**config.mk**
```make
export PLATFORM = sky130hd
export DESIGN_NAME = uart_rx
export DESIGN_NICKNAME = d
export VERILOG_FILES = /design/src/rtl/uart_pkg.sv /design/src/rtl/sync_2ff.sv /design/src/rtl/uart_rx.sv
export SDC_FILE = /design/constraint.sdc
export NUM_CORES = 1
export LEC_CHECK = 0
export ABC_AREA = 1
export CORE_ASPECT_RATIO = 0.9
export CORE_MARGIN = 5
export CORE_UTILIZATION = 45
export DETAILED_ROUTE_END_ITERATION = 8
export PLACE_DENSITY = 0.74
export SLEW_MARGIN = 20
export SYNTH_ARGS = -nofsm -noshare
export SYNTH_HDL_FRONTEND = slang
export SYNTH_SLANG_ARGS = --single-unit
```
**constraint.sdc**
```tcl
create_clock -name clk -period 1.8 [get_ports clk]
set_clock_uncertainty 0.05 [all_clocks]
set_input_delay 0.45 -clock clk [delete_from_list [all_inputs] [get_ports clk]]
set_output_delay 0.45 -clock clk [all_outputs]
set_load 0.01 [all_outputs]
```
**src/rtl/uart_pkg.sv**
```systemverilog
// Shared UART definitions: receiver FSM states, frame geometry, parity select and bit helpers.
package uart_pkg;

  typedef enum logic [2:0] {
    IDLE   = 3'd0,
    START  = 3'd1,
    DATA   = 3'd2,
    PARITY = 3'd3,
    STOP   = 3'd4,
    BREAK  = 3'd5
  } uart_state_e;

  localparam int DATA_BITS  = 8;
  localparam int FRAME_BITS = 11;

  // Parity select values, common to the TX and RX paths
  localparam logic PARITY_SEL_EVEN = 1'b0;
  localparam logic PARITY_SEL_ODD  = 1'b1;

  function automatic logic parity_of(input logic [DATA_BITS-1:0] d);
    return ^d;
  endfunction

  function automatic logic maj3(input logic a, input logic b, input logic c);
    return (a & b) | (a & c) | (b & c);
  endfunction

endpackage

```
**src/rtl/sync_2ff.sv**
```systemverilog
// Two-flop synchronizer for a single asynchronous bit; reset value is a parameter.
module sync_2ff #(
  parameter logic RESET_VAL = 1'b0
) (
  input  logic clk,
  input  logic reset,
  input  logic i_d,
  output logic o_q
);

  logic r_meta;
  logic r_sync;

  always_ff @(posedge clk) begin
    if (reset) begin
      r_meta <= RESET_VAL;
      r_sync <= RESET_VAL;
    end else begin
      r_meta <= i_d;
      r_sync <= r_meta;
    end
  end

  assign o_q = r_sync;

endmodule

```
**src/rtl/uart_rx.sv**
```systemverilog
// UART receiver: start, 8 data bits LSB first, parity (even/odd via PARITY_ODD), stop.
// Define UART_RX_MAJORITY_EN to decide each bit by a 3-sample majority around the bit centre.
module uart_rx
  import uart_pkg::*;
#(
  parameter int CLKS_PER_BIT = 16,
  parameter int PARITY_ODD   = 0
) (
  input  logic       clk,
  input  logic       reset,
  input  logic       rx,
  output logic [7:0] data_out,
  output logic       o_valid,
  output logic       parity_err,
  output logic       framing_err,
  output logic       o_busy
);

  localparam int CNT_W = $clog2(CLKS_PER_BIT);
  localparam int IDX_W = $clog2(DATA_BITS);
  localparam logic [CNT_W-1:0] LAST_CNT = CNT_W'(CLKS_PER_BIT - 1);
`ifdef UART_RX_MAJORITY_EN
  localparam logic [CNT_W-1:0] START_CNT = CNT_W'(CLKS_PER_BIT / 2);
`else
  localparam logic [CNT_W-1:0] START_CNT = CNT_W'(CLKS_PER_BIT / 2 - 1);
`endif
  localparam logic PAR_SEL = (PARITY_ODD != 0) ? PARITY_SEL_ODD : PARITY_SEL_EVEN;

  logic                 w_rx_s;
  logic                 w_sample;
  uart_state_e          r_state;
  logic [CNT_W-1:0]     r_cnt;
  logic [IDX_W-1:0]     r_bit_idx;
  logic [DATA_BITS-1:0] r_shift;
  logic                 r_par_err;
  logic                 r_stop;
  logic                 r_done;
  logic [1:0]           r_settle;
  logic                 r_armed;
  logic [7:0]           r_data_out;
  logic                 r_valid;
  logic                 r_parity_err;
  logic                 r_framing_err;
  logic                 r_busy;

  sync_2ff #(.RESET_VAL(1'b1)) u_sync (
    .clk   (clk),
    .reset (reset),
    .i_d   (rx),
    .o_q   (w_rx_s)
  );

`ifdef UART_RX_MAJORITY_EN
  logic [1:0] r_hist;

  always_ff @(posedge clk) begin
    if (reset) begin
      r_hist <= 2'b11;
    end else begin
      r_hist <= {r_hist[0], w_rx_s};
    end
  end

  assign w_sample = maj3(r_hist[1], r_hist[0], w_rx_s);
`else
  assign w_sample = w_rx_s;
`endif

  // r_armed stays low after reset until the line is seen idle, so a reset mid-frame
  // cannot restart reception on a data bit that happens to be low.
  always_ff @(posedge clk) begin
    if (reset) begin
      r_state       <= IDLE;
      r_cnt         <= {CNT_W{1'b0}};
      r_bit_idx     <= {IDX_W{1'b0}};
      r_shift       <= {DATA_BITS{1'b0}};
      r_par_err     <= 1'b0;
      r_stop        <= 1'b1;
      r_done        <= 1'b0;
      r_settle      <= 2'b00;
      r_armed       <= 1'b0;
      r_data_out    <= 8'h00;
      r_valid       <= 1'b0;
      r_parity_err  <= 1'b0;
      r_framing_err <= 1'b0;
      r_busy        <= 1'b0;
    end else begin
      r_done   <= 1'b0;
      r_valid  <= r_done;
      r_settle <= {r_settle[0], 1'b1};
      if (r_settle[1] && w_rx_s) begin
        r_armed <= 1'b1;
      end
      if (r_done) begin
        r_data_out    <= r_shift;
        r_parity_err  <= r_par_err;
        r_framing_err <= ~r_stop;
      end
      case (r_state)
        IDLE: begin
          r_cnt     <= {CNT_W{1'b0}};
          r_bit_idx <= {IDX_W{1'b0}};
          if (r_armed && !w_rx_s) begin
            r_state <= START;
            r_busy  <= 1'b1;
          end
        end
        START: begin
          if (r_cnt == START_CNT) begin
            r_cnt <= {CNT_W{1'b0}};
            if (w_sample) begin
              r_state <= IDLE;
              r_busy  <= 1'b0;
            end else begin
              r_state <= DATA;
            end
          end else begin
            r_cnt <= r_cnt + CNT_W'(1);
          end
        end
        DATA: begin
          if (r_cnt == LAST_CNT) begin
            r_cnt     <= {CNT_W{1'b0}};
            r_shift   <= {w_sample, r_shift[DATA_BITS-1:1]};
            r_bit_idx <= r_bit_idx + IDX_W'(1);
            if (r_bit_idx == IDX_W'(DATA_BITS - 1)) begin
              r_state <= PARITY;
            end
          end else begin
            r_cnt <= r_cnt + CNT_W'(1);
          end
        end
        PARITY: begin
          if (r_cnt == LAST_CNT) begin
            r_cnt     <= {CNT_W{1'b0}};
            r_par_err <= (parity_of(r_shift) ^ w_sample) != PAR_SEL;
            r_state   <= STOP;
          end else begin
            r_cnt <= r_cnt + CNT_W'(1);
          end
        end
        STOP: begin
          if (r_cnt == LAST_CNT) begin
            r_cnt  <= {CNT_W{1'b0}};
            r_stop <= w_sample;
            r_done <= 1'b1;
            if (w_sample) begin
              r_state <= IDLE;
              r_busy  <= 1'b0;
            end else begin
              r_state <= BREAK;
            end
          end else begin
            r_cnt <= r_cnt + CNT_W'(1);
          end
        end
        BREAK: begin
          if (w_rx_s) begin
            r_state <= IDLE;
            r_busy  <= 1'b0;
          end
        end
        default: begin
          r_state <= IDLE;
          r_busy  <= 1'b0;
        end
      endcase
    end
  end

  assign data_out    = r_data_out;
  assign o_valid     = r_valid;
  assign parity_err  = r_parity_err;
  assign framing_err = r_framing_err;
  assign o_busy      = r_busy;

endmodule
```
==> metrics.txt, run 1 <==
arrival time at the worst endpoint=about 1200 ps; insertion delay of the later-clocked pin in the worst-skew pair=around 280 ps; Initial DRT Pass Iterations=4; drt initial violations=around 70; area of the placeable core=approximately 3700 um^2; IR drop worst, VDD=758 uV; setup repair after global routing missed its margin=no; total wire length=3160 um; cell at the root of the clock tree=sky130_fd_sc_hd__clkbuf_8; number of distinct library cells after synthesis=26; maximum fanout along the worst path=2; slowest library cell on the worst path=sky130_fd_sc_hd__clkdlybuf4s50_1; wire length per cell=10.4 um; proportion of synthesized chip area in sequential cells=44.1%; leak pwr=0.000872 uW; number of rows created at floorplan=21; Resized cells post-CTS=0; number of sinks on the clock net=38; initial standard-cell utilization of the core=46.5%; Yosys warning count=0; switching portion of total power=31.5%; final critical path time including I/O delays and setup=1650 ps; Max-slew headroom=60.8%; per-cell via count in the routed design=4.83; clock tree from TritonCTS=done; number of flip-flops and latches in the synthesized netlist=38; internal power=1580 uW; Metal-1 WL=1610 um; total number of H-tree levels=2; total count of max-transition violations in the final report=0; ANT nets after route=0; pwr dens=around 1100 nW/um^2; initial antenna violation count=0; class of the most critical hold timing path=flop to flop; Total Neg Setup Slack=0 ps; delay of the slowest cell on the worst path=between 500 and 600 ps; wire length of the first global-routing pass=5800 um; end-of-flow core utilization=between 50% and 60%; maximum number of pins on one net before global-route repair=21; metal2 WL=1410 um; top routing layer in use=met4; clock tree buffer depth=2; cell family with the largest share of critical-path delay=buffers and inverters; number of nets in the final layout=approximately 260; Top Ports=15; Total Die Area=5170 um^2; overall fraction of global-route tracks in use=14.7%; port bufs=14; sequential share of power=42.4%; layout overhead on the synthesized area=17.5%; final count of negative-setup-slack endpoints=0; cell area after technology mapping=1720 um^2; run status=finished, final reports clean; length of routed met3 wiring=121 um; Switching Power=between 700 and 800 uW; transition time at the pin with the least slew margin=588 ps; required time of the critical path=between 1000 and 1500 ps; post-CTS setup repair buffer count=0; cts hold-fix bufs=0; cell-by-cell trace of the critical path=clkdlybuf4s50_1; Synth Area per Inst=7.21 um^2; ratio of final minimum period to clock period=between 90% and 100%; highest clock rate=0.605 GHz; kind of start point of the critical path=flop; category of the worst setup path capture point=output port; Final Hold Fails=0; Syn Nets=245; cell count after synthesis=roughly 240; die width=roughly 75 um; Setup Crit Path Kind=flop to output port; number of buffers created by CTS=5; number of antenna cells inserted=0; logic gate share of total power=between 20% and 30%; Routability Congestion=0.890; routed vias=1465; remaining global-route overflow=0; Clock Power Share=31.0%; Die Y-Extent=68.7 um; via count of the first global-routing pass=1299; proportion of layout cells with a drive suffix above 1=between 10% and 20%; remaining design rule violation count=0; HPWL after detailed placement=2240 um; number of max-capacitance violations reported=0; Layout Cells excl Fill=303; placed cells=296; post-CTS clock slew at the launch and capture registers of the worst setup and hold paths=70 ps; CP bufs+invs=1
## layer usage
metal / global-route usage [%] / vias to the layer above
li1: - / 795
met1: 20.4 / 646
met2: 21.5 / 22
met5: 0 / -
met3: 4.35 / 2
met4: 5.24 / 0
## path summary, 6_finish.rpt
kind | slack (ps) | to | startpoint | cells after the start
worst min register to register | 350 | r_settle[1]$_SDFF_PP0_ | r_settle[0]$_DFF_P_ | 2
worst min-delay path | 350 | r_settle[1]$_SDFF_PP0_ | r_settle[0]$_DFF_P_ | 2
worst max register to register | 250 | r_state[0]$_SDFFE_PP0P_ | r_cnt[0]$_SDFFE_PP0P_ | 10
worst max-delay path | 150 | framing_err | framing_err$_SDFFE_PP0P_ | 1
## cell type report
| cell class | count | area, um^2 |
|---|---|---|
| Clock buffer | 6 | 82.6 |
| Clock inverter | 1 | 30.0 |
| Fill cell | 320 | 1680 |
| Inverter | 33 | 124 |
| Multi-Input combinational cell | 161 | 801 |
| Sequential cell | 38 | 761 |
| Tap cell | 46 | 57.6 |
| Timing Repair Buffer | 18 | 170 |
## state kept, by name (all words and copies together) (netlist names)
register       cells
r_done             1
r_state            3
u_sync.o_q         1
r_shift            8
framing_err        1
r_stop             1
r_armed            1
o_valid            1
data_out           8
o_busy             1
r_bit_idx          3
u_sync.r_meta      1
parity_err         1
r_cnt              4
r_settle           2
r_par_err          1
## logic make-up after synthesis
group / synth area share [%]
AOI/OAI and AO/OA: 17.2
adders and majority gates: 2.18
buffers and inverters: 9.43
xor gates and xnor gates: 1.02
DFF: 44.1
and+or+nand+nor: 26.1
## worst min-delay path, stage by stage, from the launching register on
cell                      delay [ps]
sky130_fd_sc_hd__dfxtp_1         300
sky130_fd_sc_hd__inv_1            40
sky130_fd_sc_hd__nor2_1           30
## power by group through the flow
stage                     Combinational (uW)  Clock [uW]  Sequential (uW)
after floorplan                          505           0              985
after global placement                   623           0              997
after detailed placement                 623           0              993
after CTS                                621         731              977
after global routing                     726         771              990
final                                    615         714              977
## Yosys cell counts
cell type | n | area share [%]
sky130_fd_sc_hd__nand3_1 | 9 | 2.6
sky130_fd_sc_hd__buf_4 | 1 | 0.44
sky130_fd_sc_hd__o21ai_1 | 13 | 3.8
sky130_fd_sc_hd__xor2_1 | 1 | 0.51
sky130_fd_sc_hd__nor3_2 | 1 | 0.58
sky130_fd_sc_hd__o211ai_4 | 1 | 1.2
sky130_fd_sc_hd__nor2_1 | 26 | 5.7
sky130_fd_sc_hd__nand3_2 | 1 | 0.58
sky130_fd_sc_hd__ha_1 | 3 | 2.2
sky130_fd_sc_hd__o21ai_0 | 13 | 3.8
sky130_fd_sc_hd__inv_1 | 28 | 6.1
sky130_fd_sc_hd__nor2_4 | 2 | 1.3
sky130_fd_sc_hd__a21oi_1 | 26 | 7.5
sky130_fd_sc_hd__nand2_1 | 50 | 11
sky130_fd_sc_hd__dfxtp_1 | 38 | 44
sky130_fd_sc_hd__inv_2 | 5 | 1.1
sky130_fd_sc_hd__o211ai_1 | 2 | 0.87
sky130_fd_sc_hd__or2_2 | 2 | 0.73
sky130_fd_sc_hd__clkbuf_1 | 4 | 0.87
sky130_fd_sc_hd__buf_2 | 1 | 0.29
sky130_fd_sc_hd__nand4_1 | 2 | 0.73
sky130_fd_sc_hd__nor2_2 | 2 | 0.73
sky130_fd_sc_hd__nand2_2 | 5 | 1.8
sky130_fd_sc_hd__nand3b_1 | 1 | 0.44
sky130_fd_sc_hd__buf_6 | 1 | 0.65
sky130_fd_sc_hd__xnor2_1 | 1 | 0.51
## metrics by stage
step | hold slack (ps) | instance area [um^2] | setup slack, ps | total power [uW]
5_1_grt | 381 | 2030 | 66.0 | 2490
3_5_place_dp | 344 | 1910 | 258 | 1620
3_3_place_gp | 339 | 1910 | 288 | 1620
2_1_floorplan | 338 | 1720 | 377 | 1490
4_1_cts | 354 | 2030 | 134 | 2330
6_report | 353 | 2030 | 148 | 2310
## cells in the final DEF, fill, tap and decap left out, types with 6 or more instances in the layout
| master | synthesis | final |
|---|---|---|
| sky130_fd_sc_hd__o21ai_0 | 13 | 13 |
| sky130_fd_sc_hd__nor2_1 | 26 | 26 |
| sky130_fd_sc_hd__inv_1 | 28 | 28 |
| sky130_fd_sc_hd__a21oi_1 | 26 | 26 |
| sky130_fd_sc_hd__nand3_1 | 9 | 9 |
| sky130_fd_sc_hd__clkdlybuf4s50_1 | 0 | 14 |
| sky130_fd_sc_hd__clkbuf_8 | 0 | 6 |
| sky130_fd_sc_hd__nand2_1 | 50 | 50 |
| sky130_fd_sc_hd__dfxtp_1 | 38 | 38 |
| sky130_fd_sc_hd__o21ai_1 | 13 | 13 |
Note: power is estimated with default switching activity, not from simulation.
==> inputs of run 2 (changes only) <==
Settings changed: CORE_ASPECT_RATIO 0.9 to default.
==> run 2 against run 1 <==
Sequential cell count unchanged. Routed wire length down 0.19%. Clock power down 24%. Highest routed layer unchanged. Largest cell class unchanged. Hold slack worse by 2.0 ps.
==> metrics.txt, run 2 (synthesis results as in run 1) <==
slowest library cell on the worst path=sky130_fd_sc_hd__clkdlybuf4s50_1; class of the most critical hold timing path=flop to flop; number of buffers created by CTS=5; pwr dens=~1100 nW/um^2; required time of the critical path=1300 ps; placed standard-cell area=between 1500 and 2000 um^2; insertion delay of the later-clocked pin in the worst-skew pair=roughly 280 ps; area of the placeable core=3690 um^2; setup repair after global routing missed its margin=no; via count of the first global-routing pass=1268; Layout fillers=354; routed vias=about 1500; wire length of the first global-routing pass=5440 um; Switching Power=743 uW; switching portion of total power=between 30% and 40%; Routability Congestion=0.902; remaining design rule violation count=0; per-cell via count in the routed design=~4.8; category of the worst setup path capture point=output port; Total Neg Setup Slack=0 ps; proportion of layout cells with a drive suffix above 1=10.5%; remaining global-route overflow=0; internal power=1410 uW; area of all placed cells without fillers=between 1500 and 2000 um^2; Clock Power Share=between 20% and 30%; Resized cells post-CTS=0; cell at the root of the clock tree=sky130_fd_sc_hd__clkbuf_8; number of nets in the final layout=between 200 and 300; layout overhead on the synthesized area=15.8%; logic gate share of total power=29.3%; IR drop worst, VDD=732 uV; initial antenna violation count=0; Max-slew headroom=58.2%; total wire length=3150 um; Top Ports=15; Setup Crit Path Kind=flop to output port; run status=finished, final reports clean; register area=761 um^2; Initial DRT Pass Iterations=4; Final Hold Fails=0; drt initial violations=59; total count of max-transition violations in the final report=0; commonest non-fill, non-tap cell in the layout=sky130_fd_sc_hd__nand2_1; maximum number of pins on one net before global-route repair=27; final critical path time including I/O delays and setup=1660 ps; leading cell types in the layout, fill and taps excluded=sky130_fd_sc_hd__nand2_1 (50), sky130_fd_sc_hd__dfxtp_1 (38), sky130_fd_sc_hd__inv_1 (28); sequential share of power=45.5%; delay of the slowest cell on the worst path=about 540 ps; maximum fanout along the worst path=2; CP bufs+invs=1; cell-by-cell trace of the critical path=clkdlybuf4s50_1; Die Y-Extent=71.9 um; ratio of final minimum period to clock period=92.2%; clock tree from TritonCTS=done; cell family with the largest share of critical-path delay=buffers and inverters; wire length per cell=10.4 um; Layout Cells excl Fill=304; highest clock rate=0.602 GHz; placed cells=between 200 and 300; arrival time at the worst endpoint=1160 ps; combined area of the multi-input logic cells=801 um^2; port bufs=14; final worst hold slack=about 350 ps; die width=71.9 um; transition time at the pin with the least slew margin=about 630 ps; initial standard-cell utilization of the core=46.7%; number of antenna cells inserted=0; ANT nets after route=0; HPWL after detailed placement=about 2200 um; final count of negative-setup-slack endpoints=0; leak pwr=about 0.00085 uW; number of sinks on the clock net=38; Total Die Area=5170 um^2; number of max-capacitance violations reported=0; number of rows created at floorplan=22; post-CTS clock slew at the launch and capture registers of the worst setup and hold paths=70 ps; cts hold-fix bufs=0; post-CTS setup repair buffer count=0; clock tree buffer depth=2; total number of H-tree levels=2; overall fraction of global-route tracks in use=13.2%; kind of start point of the critical path=flop
[run 2: metal layers]
metal  track usage [%]  up-vias  part of all wire (%)
li1                  -      795                     -
met1              17.7      653                    53
met2              19.6       19                    41
met3              3.74        6                   3.5
met4              5.64        0                   1.6
met5                 0        -                     0
[run 2: layout make-up]
class	instances	share of cell area [%]
multi-input combinational	161	40.1
sequential	38	38.1
timing repair buffer	17	8.77
inverter	33	6.20
clock buffer	7	3.82
tap	48	3.01
[run 2: worst paths after layout]
path                         startpoint                      end  slack (ps)  depth (start not counted)
setup / recovery    o_busy$_SDFFE_PP0P_                   o_busy         140                          1
hold / removal      r_settle[0]$_DFF_P_   r_settle[1]$_SDFF_PP0_         350                          2
setup reg to reg  r_cnt[0]$_SDFFE_PP0P_  r_state[2]$_SDFFE_PP0P_         240                         10
hold reg to reg     r_settle[0]$_DFF_P_   r_settle[1]$_SDFF_PP0_         350                          2
[run 2: metrics by stage]
| stage | setup slack (ps) | total power (uW) | utilization [%] |
|---|---|---|---|
| floorplan | 377 | 1490 | - |
| global placement | 278 | 1620 | 52.1 |
| detailed placement | 263 | 1620 | 52.1 |
| CTS | 123 | 2180 | 54.1 |
| global route | 86.1 | 2300 | 54.1 |
| finish | 140 | 2150 | 54.1 |
[run 2: tightest hold or removal path, cell delays in order, from the launching register on]
cell                      delay, ps
sky130_fd_sc_hd__dfxtp_1        300
sky130_fd_sc_hd__inv_1           40
sky130_fd_sc_hd__nor2_1          30
[run 2: power by group through the flow]
stage | Sequential (uW) | Clock [uW] | Combinational [uW]
after floorplan | 985 | 0 | 505
after global placement | 994 | 0 | 623
after detailed placement | 994 | 0 | 629
after CTS | 976 | 572 | 630
after global routing | 987 | 603 | 706
final | 977 | 542 | 629
